**config.mk**
```make
export PLATFORM = sky130hd
export DESIGN_NAME = sync_fifo
export DESIGN_NICKNAME = d
export VERILOG_FILES = /design/src/rtl/sync_fifo_pkg.sv /design/src/rtl/sync_fifo.sv
export SDC_FILE = /design/constraint.sdc
export NUM_CORES = 1
export LEC_CHECK = 0
export BUFFER_PORTS_ARGS = -buffer_cell sky130_fd_sc_hd__buf_4
export CAP_MARGIN = 20
export CORE_MARGIN = 2
export CORE_UTILIZATION = 30
export CTS_CLUSTER_SIZE = 20
export DETAILED_ROUTE_END_ITERATION = 6
export GPL_TIMING_DRIVEN = 0
export PLACE_DENSITY_LB_ADDON = 0.05
export SKIP_LAST_GASP = 1
export SYNTH_ARGS = -nofsm -noshare
export SYNTH_HDL_FRONTEND = slang
export SYNTH_SLANG_ARGS = --single-unit
```
**constraint.sdc**
```tcl
create_clock -name clk -period 5.6 [get_ports clk]
set_clock_uncertainty 0.15 [all_clocks]
set_input_delay 0.56 -clock clk [delete_from_list [all_inputs] [get_ports clk]]
set_output_delay 0.56 -clock clk [all_outputs]
set_load 0.005 [all_outputs]
```
**src/rtl/sync_fifo_pkg.sv**
```systemverilog
// rtl/sync_fifo_pkg.sv - shared sizing helpers for the synchronous FIFO
package sync_fifo_pkg;

  // Pointer width for a DEPTH-entry array. It never drops below 1 bit,
  // so a degenerate depth still yields a legal vector.
  function automatic int unsigned ptr_width(input int unsigned depth);
    return (depth > 1) ? $clog2(depth) : 1;
  endfunction

  // Occupancy counter width. It must represent every value from 0 to DEPTH inclusive.
  function automatic int unsigned count_width(input int unsigned depth);
    return $clog2(depth + 1);
  endfunction

endpackage

```
**src/rtl/sync_fifo.sv**
```systemverilog
// rtl/sync_fifo.sv - single-clock FIFO with registered read data
//   clk        : rising-edge clock
//   reset      : asynchronous active-low reset
//   write      : push request, accepted when not full
//   read       : pop request, accepted when not empty
//   write_data : word to push
//   read_data  : registered word from the most recent accepted pop
//   full       : DEPTH entries stored
//   empty      : no entries stored
module sync_fifo
  import sync_fifo_pkg::*;
#(
  parameter int DEPTH = 8,
  parameter int WIDTH = 8
) (
  input  logic             clk,
  input  logic             reset,
  input  logic             write,
  input  logic             read,
  input  logic [WIDTH-1:0] write_data,
  output logic [WIDTH-1:0] read_data,
  output logic             full,
  output logic             empty
);

  localparam int PTR_W = ptr_width(DEPTH);
  localparam int CNT_W = count_width(DEPTH);
  localparam logic [PTR_W-1:0] LAST_PTR = PTR_W'(DEPTH - 1);
  localparam logic [CNT_W-1:0] FULL_CNT = CNT_W'(DEPTH);

  logic [WIDTH-1:0] mem [DEPTH];
  logic [PTR_W-1:0] wr_ptr;
  logic [PTR_W-1:0] rd_ptr;
  logic [CNT_W-1:0] count;

  logic wr_en;
  logic rd_en;

  // Acceptance is decided from the registered count only. A write while
  // full is therefore refused even if a read frees a slot on the same edge.
  assign full  = (count == FULL_CNT);
  assign empty = (count == '0);
  assign wr_en = write & ~full;
  assign rd_en = read & ~empty;

  // Storage carries no reset. Stale words are unreachable once the pointers clear.
  always_ff @(posedge clk) begin
    if (wr_en) begin
      mem[wr_ptr] <= write_data;
    end
  end

  always_ff @(posedge clk or negedge reset) begin
    if (!reset) begin
      wr_ptr    <= '0;
      rd_ptr    <= '0;
      count     <= '0;
      read_data <= '0;
    end else begin
      if (wr_en) begin
        wr_ptr <= (wr_ptr == LAST_PTR) ? '0 : wr_ptr + 1'b1;
      end
      if (rd_en) begin
        read_data <= mem[rd_ptr];
        rd_ptr    <= (rd_ptr == LAST_PTR) ? '0 : rd_ptr + 1'b1;
      end
      case ({wr_en, rd_en})
        2'b10:   count <= count + 1'b1;
        2'b01:   count <= count - 1'b1;
        default: count <= count;
      endcase
    end
  end

endmodule

```
# After elaboration in Yosys (flattened, before gate mapping)
# Memories as Yosys holds them, arrays and structs flattened. A register that Yosys moved wholly into a read port is not among the register bits.
# Cells that the tools add are included.
# W data, S select, Z words.
dict set report totals {
  reg_bits 10
  latch_bits 0
  ramBits 64
  rom_bits 0
  input_bits 12
  wordCells 25
  memories 1
}
dict set report classes {
  addsub 4
  n_mul 0
  div 0
  magnitude_cmp 0
  n_eq_ne 5
  n_shift 0
  muxes 5
  bitwise 4
  reduce_logical 3
}
# name words width rd rd_clocked_by_memory_dff wr line
set memory_table {}
lappend memory_table {mem 8 8 1 1 1 sync_fifo.sv:31} ;# logic [WIDTH-1:0] mem [DEPTH];
# op n
set ops {}
lappend ops {{$pmux W4 S2} 1}
lappend ops {{$add A3 B1 Y3 const B} 2}
lappend ops {{$eq A3 B3 Y1 const B} 2}
lappend ops {{$mux W3} 2}
lappend ops {{$add A4 B1 Y4 const B} 1}
lappend ops {{$eq A4 B4 Y1 const B} 1}
lappend ops {{$logic_not A4 Y1} 1}
lappend ops {{$sub A4 B1 Y4 const B} 1}
lappend ops {{$and A1 B1 Y1} 2}
lappend ops {{$eq A2 B1 Y1 const B} 1}
lappend ops {{$eq A2 B2 Y1 const B} 1}
lappend ops {{$mux W1} 2}
lappend ops {{$not A1 Y1} 2}
lappend ops {{$reduce_bool A2 Y1} 1}
lappend ops {{$logic_not A1 Y1} 1}

# Longest topological paths before layout
# Gate-level depths: netlist of run 1.
dict set report depth {
  word_depth 5
  mapped_depth 10
  depth_no_buf 9
}

# Worst setup path before layout of run 1
# No wires, ideal clock.
dict set report synth_timing {
  path_kind {register to register}
  from {register count[1]}
  to {register count[3]}
  setup_ns 0.126
  arrival_time_ns 2.538
  required_ns 5.324
  path_slack_ns 2.786
  path_stages_with_launch 11
  path_buffers 1
  synth_period_minus_slack_ns 2.814
  cell_sequence {dfrtp_1 nor4_2 nand2b_1 buf_2 inv_1 ha_1 ha_1 a21o_1 a2111oi_2 a31oi_1 a311o_1}
}
dict set report synth_via {
  elab_chain_len 5
}
# item line
set synth_rtl {}
lappend synth_rtl {{from (decl)} sync_fifo.sv:34} ;# logic [CNT_W-1:0] count;
lappend synth_rtl {{from (signal assigned)} sync_fifo.sv:68} ;# 2'b10: count <= count + 1'b1;
lappend synth_rtl {{from (signal assigned)} sync_fifo.sv:69} ;# 2'b01: count <= count - 1'b1;
lappend synth_rtl {{from (signal assigned)} sync_fifo.sv:70} ;# default: count <= count;
lappend synth_rtl {{$logic_not A4 Y1 *} sync_fifo.sv:42} ;# assign empty = (count == '0);
lappend synth_rtl {{via empty} sync_fifo.sv:23} ;# output logic empty
lappend synth_rtl {{$not A1 Y1 *} sync_fifo.sv:44} ;# assign rd_en = read & ~empty;
lappend synth_rtl {{$and A1 B1 Y1 *} sync_fifo.sv:44}
lappend synth_rtl {{via rd_en} sync_fifo.sv:37} ;# logic rd_en;
lappend synth_rtl {{$eq A2 B1 Y1 or $eq A2 B2 Y1 (tied branches)} sync_fifo.sv:67} ;# case ({wr_en, rd_en})
lappend synth_rtl {{$pmux W4 S2 or $reduce_bool A2 Y1 (tied branches)} -}
# Mark *: on every way through the listed nets, which the timed path passes. The rest lies on a longest branch.
# A chain may end at the register's enable or synchronous reset.

# Final worst setup path of run 1
dict set report layout_timing {
  from {register count[0]}
  to {register count[3]}
}
dict set report layout_via {
  elab_chain_len 5
}
# item line
set layout_rtl {}
lappend layout_rtl {{$logic_not A4 Y1 *} sync_fifo.sv:42}
lappend layout_rtl {{$not A1 Y1 *} sync_fifo.sv:44}
lappend layout_rtl {{$and A1 B1 Y1 *} sync_fifo.sv:44}
lappend layout_rtl {{via rd_en} sync_fifo.sv:37}
lappend layout_rtl {{$eq A2 B1 Y1 or $eq A2 B2 Y1 (tied branches)} sync_fifo.sv:67}
lappend layout_rtl {{$pmux W4 S2 or $reduce_bool A2 Y1 (tied branches)} -}
# Marks and branches as above.

==> metrics.txt, run 1 <==
Max Freq 319.1 MHz; DRT iter0 DRCs 75; post-layout util between 30% and 40%; Worst-path clk slew 60 ps; slew margin rel. between 40 and 50%; busiest grt layer met1; CP Cell Sequence nor4_2 > nand2b_1 > buf_2 > inv_1 > ha_1 > ha_1 > a21o_1 > a2111oi_2 > a31oi_1 > a311o_1; status finished, final reports clean; Root Buffer clkbuf_16; Mapped Cells approximately 220; Setup WS pre-CTS roughly 2400 ps; # rows 39; cell area after layout between 4000 and 5000 sq um; Reg-to-Reg Start count[0]; Setup crit end kind flip-flop; CP max stage delay 440 ps; Max Cap Viol 0; crit path DAT 3200 ps; DP HPWL 4829 um; routed via count between 1.5k and 2k; Reg2Reg Depth 10; Max Slew Vio Count 0; drc violations 0; Setup Crit Path Kind flip-flop to flip-flop; gpl congestion 0.7139; Pleak 1.524 nW; critical path's slowest cell dfrtp_1; sequential share of the synthesized area roughly 69%; global-route wire length before repair 11300 um; Largest delay share family, worst path compound AO/OA/AOI/OAI gates; # port buffers 21; Buf+Inv Stages, Crit Path 2; Vias/cell about 4.7; DR pass1 iterations 4; Inserted Diodes 0; layout overhead on the synthesized area 19.71%; TritonCTS clock tree done; register area 2372 sq um; peak supply drop 0.1896 mV; post-route ant nets 0; syn nets around 240; setup_tns 0 ps; Cell Area, Synth 3435 sq um; Setup-failing EPs final 0; final worst-path cycle share ~56%; Distinct cells, synth 35; initial antenna violation count 0; Fin. Hold Viols 0; RR Endpoint count[3]; largest net degree at the start of global routing 19; clock tree buffer depth 2; # fillers 1088; grt total ovfl 0; final net count 272; Area after DPL 3805 sq um; met3 usage 2.843%; hold path start write_data[6]; CP required 5660 ps; crit path max fanout 10; Syn Area/Cell 15.97 sq um; Hold Path Stages 1; Hold Buf Count CTS 1; share of cells above drive strength 1 27.63%; Clock Latency Late Sink 330 ps; #FFs+latches synth 82; Post-CTS Resized 0; hold crit path type input pin to flip-flop; chip height about 110 um; vias in the first global route 1893; Top Ports 22; global routing usage on met1 18.04%; area of the multi-input gates 968.4 sq um; Starting Density roughly 30%; die width approximately 110 um; Clock Sinks 82; worst setup margin 2466 ps; met2 Use GR 18.00%; Setup Fix Bufs, Post-CTS 0; R2R Setup Slk 2470 ps; hold endpoint mem[6][6]; Overall Global Routing Usage about an eighth; RSZ-0062 raised after global routing false; DR WL/cell around 18 um; Worst-Margin Slew 818.4 ps; H-tree depth 3; CP Launch Type flip-flop; CP most frequent cell ha_1; Ys Warns 0; CTS Buf Count 9; Tmin final 3134 ps; full die area 12320 sq um; Total Wirelength 7190 um; PwrDens 530.9 nW/um^2; core area 11270 sq um
-- cell families after synthesis --
group / after synthesis / share of synthesized area (%)
flops: 82 / 69.07
simple gates: 39 / 5.865
compound gates: 35 / 7.504
mux: 35 / 10.86
buf+inv: 14 / 3.060
fa+ha+maj: 8 / 3.133
xor+xnor: 2 / 0.5101
-- flip-flops by register name, indices dropped and copies added (netlist names) --
name and count:
mem 64, read_data 8, count 4, rd_ptr 3
wr_ptr 3
-- layout by cell type, fill, tap and decap left out, drive strengths merged, types with 2 or more instances in the layout --
master	count
nor4	3
a221o	8
nand2	13
inv	5
a21o	3
edfxtp	64
nand3b	2
o21ai	11
nor3	7
dfrtp	18
ha	7
nand2b	6
clkinv	2
mux2	18
clkbuf	12
buf	34
mux2i	17
o22ai	8
nor2	5
-- power breakdown --
group	total, mW	leakage, nW	switching, mW	internal, mW
clock	0.583	0.140	0.234	0.349
combinational	0.712	0.587	0.367	0.344
sequential	0.888	0.797	0.0908	0.797
-- routing by layer --
layer | vias to the layer above | part of all wire, % | wire [um]
met2 | 33 | 45 | 3218
met3 | 8 | 3.4 | 248
li1 | 906 | - | -
met1 | 923 | 51 | 3640
met5 | - | 0 | 0
met4 | 0 | 1.2 | 83
-- cells in the mapped netlist --
cell type | count | area (sq um)
o21ai_0 | 3 | 15.01
a31oi_1 | 1 | 6.260
buf_6 | 2 | 22.52
nor2b_1 | 1 | 6.260
ha_1 | 7 | 87.58
a2111oi_2 | 1 | 15.01
edfxtp_1 | 64 | 1922
nor4_1 | 2 | 12.51
a21bo_2 | 1 | 10.01
a221o_1 | 8 | 80.08
buf_2 | 4 | 20.02
fa_1 | 1 | 20.02
a311o_1 | 1 | 10.01
xnor2_1 | 1 | 8.760
a21o_1 | 3 | 22.52
dfrtp_1 | 18 | 450.4
and2_1 | 1 | 6.260
o22ai_1 | 8 | 50.05
o21ai_1 | 7 | 35.03
mux2_2 | 18 | 202.7
clkbuf_1 | 1 | 3.750
nor3_1 | 7 | 35.03
buf_12 | 2 | 40.04
nor4_2 | 1 | 12.51
a21oi_1 | 1 | 5.000
o21ai_2 | 1 | 8.760
nor4b_1 | 1 | 8.760
buf_1 | 1 | 3.750
inv_1 | 4 | 15.01
nor2_1 | 5 | 18.77
mux2i_1 | 17 | 170.2
nand2_1 | 13 | 48.80
nand2b_1 | 6 | 37.54
xor2_1 | 1 | 8.760
nand3b_1 | 2 | 15.01
-- how the worst max path moves through the flow --
stage | start | end | slack, ps | cells past startpoint
finish | count[0] | count[3] | 2470 | 10
global route | count[0] | count[3] | 2150 | 10
detailed placement | count[0] | count[3] | 2440 | 10
global placement | write | mem[0][0] | 2250 | 4
CTS | count[0] | count[3] | 2410 | 10
floorplan | count[1] | count[3] | 2790 | 10
-- per-stage QoR --
step,std cells,power [mW],hold slack (ps)
2_1_floorplan,215,1.375,114.4
3_3_place_gp,379,1.615,312.7
3_5_place_dp,383,1.626,311.5
4_1_cts,400,2.220,308.2
5_1_grt,400,2.323,315.3
6_report,400,2.183,316.3
-- layout make-up --
type                            count  share of cell area, %
Tap cell                          143                  4.352
Multi-Input combinational cell    119                  23.55
Clock inverter                      5                  1.552
Timing Repair Buffer               26                  4.626
Clock buffer                       11                  5.660
Sequential cell                    82                  57.70
Buffer                             10                  2.191
Inverter                            4                 0.3652
Power figures use the tool's default switching activity.
==> run 2: changes to the inputs <==
clock period = 3.02 ns   (was 5.6 ns; I/O delays follow)
==> run 2 against run 1 <==
  * Register-to-register slack worse by 2300 ps
  * Critical endpoint unchanged
  * Fmax is 10% higher
  * Sequential share of layout area is 0.69 points lower
  * Combinational power is 91% higher
  * Clock power is 85% higher
  * Utilization is 0.48 points higher
  * Routed wire length is 0.78% higher
  * Setup slack worse by 2300 ps
  * First-iteration DRC count is 5.3% lower
==> metrics.txt, run 2 (same netlist as run 1, synthesis figures left out) <==
status finished, final reports clean (unchanged); slew margin rel. 45.22% (was 45.14%); grt total ovfl 0 (unchanged); Hold Path Stages 1 (unchanged); Root Buffer clkbuf_16 (unchanged); final worst-path cycle share 94.16% (was 55.96%); TritonCTS clock tree done (unchanged); PwrDens 984.9 nW/um^2 (was 530.9 nW/um^2); Setup Crit Path Kind flip-flop to flip-flop (unchanged); Max Freq 351.7 MHz (was 319.1 MHz); hold endpoint mem[6][6] (unchanged); DR pass1 iterations 4 (unchanged); DRT iter0 DRCs 71 (was 75); Top Ports 22 (unchanged); most common cell after layout, fill and taps aside edfxtp_1 (unchanged); routed via count 1892 (was 1870); top flop regs mem: 64 flops, read_data: 8 flops, count: 4 flops (unchanged); Reg2Reg Depth 9 (was 10); Inserted Diodes 0 (unchanged); H-tree depth 3 (unchanged); Tmin final 2844 ps (was 3134 ps); layout overhead on the synthesized area 21.27% (was 19.71%); die width 111.0 um (unchanged); post-layout util 36.95% (was 36.47%); share of cells above drive strength 1 29.73% (was 27.63%); Starting Density 30.47% (unchanged); CP required 3080 ps (was 5660 ps); Fin. Hold Viols 0 (unchanged); Area after DPL 3805 sq um (unchanged); most frequent cells in the layout edfxtp_1 (64), buf_4 (25), mux2_2 (18) (was edfxtp_1 (64), buf_4 (22), mux2_2 (18), dfrtp_1 (18), mux2i_1 (17)); crit path max fanout 10 (unchanged); Setup-failing EPs final 0 (unchanged); Setup crit end kind flip-flop (unchanged); initial antenna violation count 0 (unchanged); # rows 39 (unchanged); CTS Buf Count 9 (unchanged); Non-Filler Instances 402 (was 400); gpl congestion 0.7139 (unchanged); cell area after layout 4165 sq um (was 4111 sq um); Worst-path clk slew 60 ps (about the same); crit path DAT 2910 ps (was 3200 ps); peak supply drop 0.3527 mV (was 0.1896 mV); largest register by flop count mem (unchanged); Worst-Margin Slew 817.3 ps (was 818.4 ps); global-route wire length before repair 11290 um (was 11300 um); Pleak 1.538 nW (was 1.524 nW); post-route ant nets 0 (unchanged); # port buffers 21 (unchanged); drc violations 0 (unchanged); Clock Sinks 82 (unchanged); Max Slew Vio Count 0 (unchanged); core area 11270 sq um (unchanged); max reg flops 64 (unchanged); DR WL/cell 18.02 um (was 17.98 um); DP HPWL 4829 um (unchanged); CP Launch Type flip-flop (unchanged); Overall Global Routing Usage 12.36% (unchanged); vias in the first global route 1888 (was 1893); Vias/cell 4.706 (was 4.675); chip height 111.0 um (unchanged); R2R Setup Slk 180 ps (was 2470 ps); largest net degree at the start of global routing 19 (unchanged); Reg-to-Reg Start count[1] (was count[0]); full die area 12320 sq um (unchanged); hold path start write_data[6] (unchanged); post-placement cell count 383 (unchanged); hold crit path type input pin to flip-flop (unchanged); RSZ-0062 raised after global routing false (unchanged); Max Cap Viol 0 (unchanged); Total Wirelength 7246 um (was 7190 um); RR Endpoint count[3] (unchanged); Clock Latency Late Sink 330 ps (about the same); clock tree buffer depth 2 (unchanged); final net count 274 (was 272)
[run 2: stage by stage]
step           hold WS (ps)  setup slack (ps)  TNS (ps)  power, mW
4_1_cts               50.17          0.007550         0      4.136
6_report              59.05             176.4         0      4.103
3_3_place_gp          54.73            -240.8     -2042      2.994
3_5_place_dp          53.50            -142.0    -142.0      3.014
5_1_grt               57.26             5.200         0      4.360
2_1_floorplan        -143.6             205.6         0      2.549
[run 2: worst max path at each step]
stage / slack [ps] / depth (start not counted) / start / endpoint
2_1_floorplan: 210 / 10 / count[1] / count[3]
3_3_place_gp: -240 / 4 / count[0] / mem[0][0]
3_5_place_dp: -140 / 10 / count[0] / count[3]
4_1_cts: 0.008 / 10 / count[0] / count[3]
5_1_grt: 5 / 9 / count[1] / count[3]
6_report: 180 / 9 / count[1] / count[3]
[run 2: repair_timing]
item,4_1_cts,5_1_grt
setup buffers,0,3
gates resized for setup,3,4
hold buffers,1,0
gates cloned,0,0
pin swaps,0,1
hold endpoints to repair,18,0
setup endpoints to repair,1,1
[run 2: metal layers]
metal	share of wire [%]	global-route usage, %
met2	45	17.96
met4	1.1	4.500
met5	0	0
met1	51	18.08
met3	3.3	2.843
[run 2: cell type report]
type                    instances  area [sq um]
fillers                      1081          7107
clock inverters                 5         63.81
well taps                     143         178.9
repair buffers                 29         212.7
multi-input cells             119          1002
inverters                       4         15.01
plain buffers                   9         85.08
flip-flops and latches         82          2375
clock buffers                  11         232.7
[run 2: critical path, stage by stage (launching register included)]
cell and delay (ps):
dfrtp_1 440, nor3_2 250, a21bo_2 150, buf_2 220, ha_1 280, ha_1 260
a21o_1 230, a2111oi_4 340, a31oi_1 80, a311o_1 320
[run 2: where the power goes]
group          total, mW  internal, mW  switching (mW)
sequential          1.66          1.48           0.181
clock               1.08         0.647           0.433
combinational       1.36         0.663           0.698
